## config.mk

```make
export PLATFORM = sky130hd
export DESIGN_NAME = regfile_wb_arbiter
export DESIGN_NICKNAME = d
export VERILOG_FILES = /design/src/rtl/regfile_wb_arbiter.sv
export SDC_FILE = /design/constraint.sdc
export NUM_CORES = 1
export LEC_CHECK = 0
export CAP_MARGIN = 30
export CORE_MARGIN = 1
export CORE_UTILIZATION = 45
export CTS_BUF_LIST = sky130_fd_sc_hd__clkbuf_4
export CTS_CLUSTER_DIAMETER = 120
export DETAILED_ROUTE_END_ITERATION = 6
export GPL_TIMING_DRIVEN = 0
export MAX_ROUTING_LAYER = met4
export PLACE_DENSITY = 0.78
export SETUP_SLACK_MARGIN = 0.05
export SLEW_MARGIN = 20
export SYNTH_ARGS = -nofsm -noshare
export SYNTH_HDL_FRONTEND = slang
export SYNTH_SLANG_ARGS = --single-unit
```

## constraint.sdc

```tcl
create_clock -name clk -period 2.2 [get_ports clk]
set_input_delay 0.22 -clock clk [delete_from_list [all_inputs] [get_ports clk]]
set_output_delay 0.22 -clock clk [all_outputs]
set_load 0.02 [all_outputs]
```

## src/rtl/regfile_wb_arbiter.sv

```systemverilog
// RF write-port arbiter: pipeline write-back over a queue of long-latency unit results.
// Optional WB_ARB_BYPASS_EN: unit result goes straight to the RF port when the queue is empty.
module regfile_wb_arbiter #(
  parameter int DEPTH = 2,
  parameter int AW    = 5,
  parameter int DW    = 32
) (
  input  logic                   clk,
  input  logic                   rst,
  input  logic                   pipe_we,
  input  logic [AW-1:0]          pipe_waddr,
  input  logic [DW-1:0]          pipe_wdata,
  input  logic                   lu_valid,
  output logic                   lu_ready,
  input  logic [AW-1:0]          lu_waddr,
  input  logic [DW-1:0]          lu_wdata,
  output logic                   rf_we,
  output logic [AW-1:0]          rf_waddr,
  output logic [DW-1:0]          rf_wdata,
  output logic [31:0]            pend_mask,
  output logic [$clog2(DEPTH):0] q_count
);

  localparam int PW = $clog2(DEPTH);
  localparam int CW = PW + 1;

  logic [DEPTH-1:0] r_val;
  logic [AW-1:0]    r_addr [DEPTH];
  logic [DW-1:0]    r_data [DEPTH];
  logic [PW-1:0]    r_head;
  logic [PW-1:0]    r_tail;
  logic [CW-1:0]    r_count;
  logic             r_rf_we;
  logic [AW-1:0]    r_rf_waddr;
  logic [DW-1:0]    r_rf_wdata;

  logic             w_xfer;
  logic             w_lu_zero;
  logic             w_pipe_kill;
  logic             w_kill_new;
  logic             w_pop;
  logic             w_push;
  logic             w_byp;
  logic [31:0]      w_mask;

  assign lu_ready    = !rst && (r_count < CW'(DEPTH));
  assign w_xfer      = lu_valid && lu_ready;
  assign w_lu_zero   = (lu_waddr == '0);
  assign w_pipe_kill = pipe_we && (pipe_waddr != '0);
  assign w_kill_new  = w_pipe_kill && (lu_waddr == pipe_waddr);
  assign w_pop       = !pipe_we && (r_count != '0);

`ifdef WB_ARB_BYPASS_EN
  assign w_byp = w_xfer && !w_lu_zero && !pipe_we
               && (r_count == '0);
`else
  assign w_byp = 1'b0;
`endif

  assign w_push = w_xfer && !w_lu_zero && !w_byp;

  // Queue state: squash younger-overwritten entries, pop head, push tail
  always_ff @(posedge clk) begin
    if (rst) begin
      r_val   <= '0;
      r_head  <= '0;
      r_tail  <= '0;
      r_count <= '0;
      for (int i = 0; i < DEPTH; i++) begin
        r_addr[i] <= '0;
        r_data[i] <= '0;
      end
    end else begin
      for (int i = 0; i < DEPTH; i++) begin
        if (w_pipe_kill && (r_addr[i] == pipe_waddr))
          r_val[i] <= 1'b0;
      end
      if (w_pop) begin
        r_val[r_head] <= 1'b0;
        r_head        <= r_head + 1'b1;
      end
      if (w_push) begin
        r_val[r_tail]  <= !w_kill_new;
        r_addr[r_tail] <= lu_waddr;
        r_data[r_tail] <= lu_wdata;
        r_tail         <= r_tail + 1'b1;
      end
      r_count <= r_count + CW'(w_push) - CW'(w_pop);
    end
  end

  // RF write port: pipeline, then queue head, then bypass, else idle
  always_ff @(posedge clk) begin
    if (rst) begin
      r_rf_we    <= 1'b0;
      r_rf_waddr <= '0;
      r_rf_wdata <= '0;
    end else begin
      unique case (1'b1)
        pipe_we: begin
          r_rf_we    <= 1'b1;
          r_rf_waddr <= pipe_waddr;
          r_rf_wdata <= pipe_wdata;
        end
        w_pop: begin
          r_rf_we    <= r_val[r_head];
          r_rf_waddr <= r_addr[r_head];
          r_rf_wdata <= r_data[r_head];
        end
        w_byp: begin
          r_rf_we    <= 1'b1;
          r_rf_waddr <= lu_waddr;
          r_rf_wdata <= lu_wdata;
        end
        default: r_rf_we <= 1'b0;
      endcase
    end
  end

  // Pending-write mask over valid queued entries
  always_comb begin
    w_mask = '0;
    for (int i = 0; i < DEPTH; i++) begin
      if (r_val[i])
        w_mask[r_addr[i]] = 1'b1;
    end
    w_mask[0] = 1'b0;
  end

  assign pend_mask = w_mask;
  assign q_count   = r_count;
  assign rf_we     = r_rf_we;
  assign rf_waddr  = r_rf_waddr;
  assign rf_wdata  = r_rf_wdata;

endmodule

```

==> impl.org <==
** Run status
- The flow ran to the end, and the final reports show no timing, DRC or antenna violations.

** GRT
- Entering global routing, the biggest net connects 20 pins.
- Number of global-route vias before repair :: 4,807
- The first global-routing pass estimated about 25,000 um of wire.
- The initial antenna violation count came to 1.
- Total track usage :: 0.264
- The total overflow left after global routing is 0.

** Die
- Area of the die :: 0.0129 sq mm
- Floorplan row count :: 40
- During I/O placement, the number of pins put on the boundary was between 150 and 200.
- Die span in x :: 114 um
- The initial utilization of the core area, before any placement, comes to 0.464.
- The die is around 110 um tall.
- Core box area :: between 0.01 and 0.015 sq mm

** Finish
- Synth-to-Final Area Change :: 39.8%
- The net count of the finished layout is 765.
- The filler cells instantiated in the layout total 936.
- Leaving out fill and tap cells, the most frequent cell in the layout is clkdlybuf4s50_1.
- In the layout the commonest cells are clkdlybuf4s50_1 (116), edfxtp_1 (74), and2_1 (72).
- Ratio of cells with drive above 1 in the final layout :: 0.228

** Routing
- The routed layout has between 4,000 and 5,000 vias.
- Routed Antenna Nets :: 0
- Residual DRC :: 0
- For this block, the initial DRC count from the detailed router was ~400.
- DR WL/cell :: 19.0 um
- 1st-pass router iterations :: 5
- After detailed routing, the total wire length is ~16,000 um.
- DR vias/cell :: around 5.6

** Job
- The tool flagged a number of max-cap violations equal to 0.

** STA
- Final worst path period share :: 0.987
- Final worst path period need :: roughly 2.2 ns
- For the pin with the worst max-slew slack, the measured transition is 0.664 ns.
- Tightest slew margin relative to the limit :: 0.557
- Setup violations remaining at the end of the flow were counted as 0.
- Max-slew violation count :: 0
- The final hold violation count came to 0.
- Worst setup skew after layout :: approximately 0.014 ns
- Setup repair after global routing could not meet its margin everywhere.
- Worst-case setup margin in the final layout :: around 0.03 ns
- Based on the critical path, the design can be clocked at up to approximately 460 MHz.

** Yosys
- Summing every instance area after synthesis gives roughly 0.0056 sq mm.
- Post-synth net total :: 571
- Share of Yosys cell area claimed by the top area cell type :: 0.397
- The share of the Yosys chip area taken by registers is 0.558.
- Synth warn :: 0
- For this run, asynchronously set or reset flops after synthesis account for 0.
- The synthesized design contains 74 enable-type register cells.
- In this run, synthesis produced a sequential element count of about 120.
- Synthesis produced roughly 490 cells.
- Mean instance size in the synthesized netlist :: 11.4 sq um
- Library cells used by synthesis :: 40
- Flip-flop cell with the highest count after synthesis :: edfxtp_1
- Largest area contributor in the netlist :: edfxtp_1
- Most area-consuming cells after synthesis :: edfxtp_1 (40%), dfxtp_1 (16%), and2_1 (8.1%)

** Setup path
- The worst setup path is launched from a flop.
- In this run the worst path has a maximum fanout of 7.
- Data arrives at the worst endpoint at roughly 2.0 ns.
- The worst setup path is of the reg2out kind.
- Data required, critical path :: 1.98 ns
- STA classifies the critical path endpoint as an output pin.

** Clocking
- The longest clock path from root to sink contains 2 buffers.
- CTS clk-pin slew, worst paths :: roughly 0.090 ns
- Clock tree from TritonCTS :: built
- Clock Sinks :: around 120
- Clock latency reported for the late side of the worst-skew pair :: ~0.53 ns
- Counting the buffers created by CTS gives 17.
- The tree is rooted in a clkbuf_4.
- Depth of the CTS H-tree :: 4

** Pwr
- Total Power Consumption :: between 6 and 7 mW
- P_leak :: slightly below 3 nW
- In this run the power density over the cells is 828 mW/mm^2.
- Largest voltage drop on the vdd net :: ~0.44 mV

** Place
- Worst slack at placement :: -0.699 ns
- Input and output buffers added on the ports amount to between 100 and 150.
- Detailed placement finished with a half-perimeter wire length of approximately 11,000 um.
- Routability-driven placement finished with a final weighted congestion of between 0.8 and 0.9.

** Worst hold path
- In this run the worst hold path is classified as in2reg.
-- sequential cells by signal, indices dropped and copies added, names as in the netlist, named ones only --
signal,count
r_val,2
rf_we,1
rf_wdata,32
r_head,1
r_addr,10
q_count,2
r_tail,1
rf_waddr,5
r_data,64
-- what timing repair did --
| action | 4_1_cts | 5_1_grt |
|---|---|---|
| setup endpoints to repair | 106 | 39 |
| hold buffers | 0 | 0 |
| gates resized for setup | 130 | 43 |
| pin swaps | 1 | 2 |
| gates cloned | 2 | 0 |
| buffers inserted | 27 | 6 |
-- synthesized netlist by cell type, types with 2 or more instances --
cell type / instances
nand3b_1: 10
nor2_1: 31
mux2_2: 26
or4b_1: 2
a222oi_1: 22
edfxtp_1: 74
nor3_1: 2
a21oi_1: 18
o211ai_1: 11
buf_6: 4
nand4_1: 3
dfxtp_1: 45
and2_1: 72
buf_2: 8
nand2_1: 30
or3_1: 3
or3b_2: 6
xor2_1: 7
or2_2: 2
buf_4: 2
nand3_1: 4
xnor2_1: 11
mux2i_1: 11
o22ai_1: 32
o221ai_1: 4
nor2b_1: 3
nor4_1: 3
inv_1: 4
clkbuf_1: 29
ha_1: 2
-- stage by stage --
step                std cells  setup TNS [ns]  hold WS, ns  cell area, sq um   util
finish                    867               0        0.226              7820  0.649
floorplan                 491               0        0.399              5600      -
detailed placement        807          -48.43        0.443              7290  0.604
global placement          807          -43.58        0.442              7290  0.604
global route              867         -0.0647        0.268              7820  0.649
CTS                       860               0        0.174              7670  0.636
-- cells by family after synthesis --
logic type,after synthesis,synth area share
buffers and inverters,47,0.0400
DFF,119,0.558
other,1,0.000670
adders and majority gates,2,0.00447
muxes,37,0.0720
xor gates and xnor gates,18,0.0282
and+or+nand+nor,176,0.178
AOI/OAI and AO/OA,91,0.119
-- critical path, cell delays in order (launching register included) --
cell and delay, ns:
edfxtp_1 0.49, or3b_4 0.50, o22ai_1 0.25, buf_4 0.19
-- metal layers --
layer,part of all wire,global-route usage,up-vias
met1,0.39,0.289,2326
met3,0.072,0.0547,35
met5,0,-,-
met2,0.52,0.471,246
met4,0.020,0.102,0
li1,-,-,2221
-- cell type report --
class | count | area [sq um] | share of cell area
Sequential cell | 119 | 3130 | 0.399
Timing Repair Buffer | 181 | 1690 | 0.216
Antenna cell | 1 | 2.50 | 0.000320
Multi-Input combinational cell | 327 | 2380 | 0.304
Clock inverter | 8 | 36.3 | 0.00464
Buffer | 35 | 185 | 0.0237
Tap cell | 168 | 210 | 0.0269
Inverter | 4 | 15.0 | 0.00192
Clock buffer | 24 | 180 | 0.0230
-- final timing paths --
check                                   start            end  slack (ns)  depth (start not counted)
worst min register to register   rf_wdata[24]   rf_wdata[24]        0.46                          2
worst min-delay path            pipe_waddr[3]    rf_waddr[3]        0.23                          3
worst max-delay path             r_addr[0][1]  pend_mask[28]        0.03                          3
worst max register to register     q_count[1]   r_data[0][6]        0.16                          5
-- power by group --
part | leakage [nW] | internal [mW] | switching, mW | total, mW
sequential | 1.15 | 2.70 | 0.164 | 2.86
combinational | 1.64 | 1.08 | 1.28 | 2.36
clock | 0.135 | 0.514 | 0.746 | 1.26
Power figures use the tool's default switching activity.
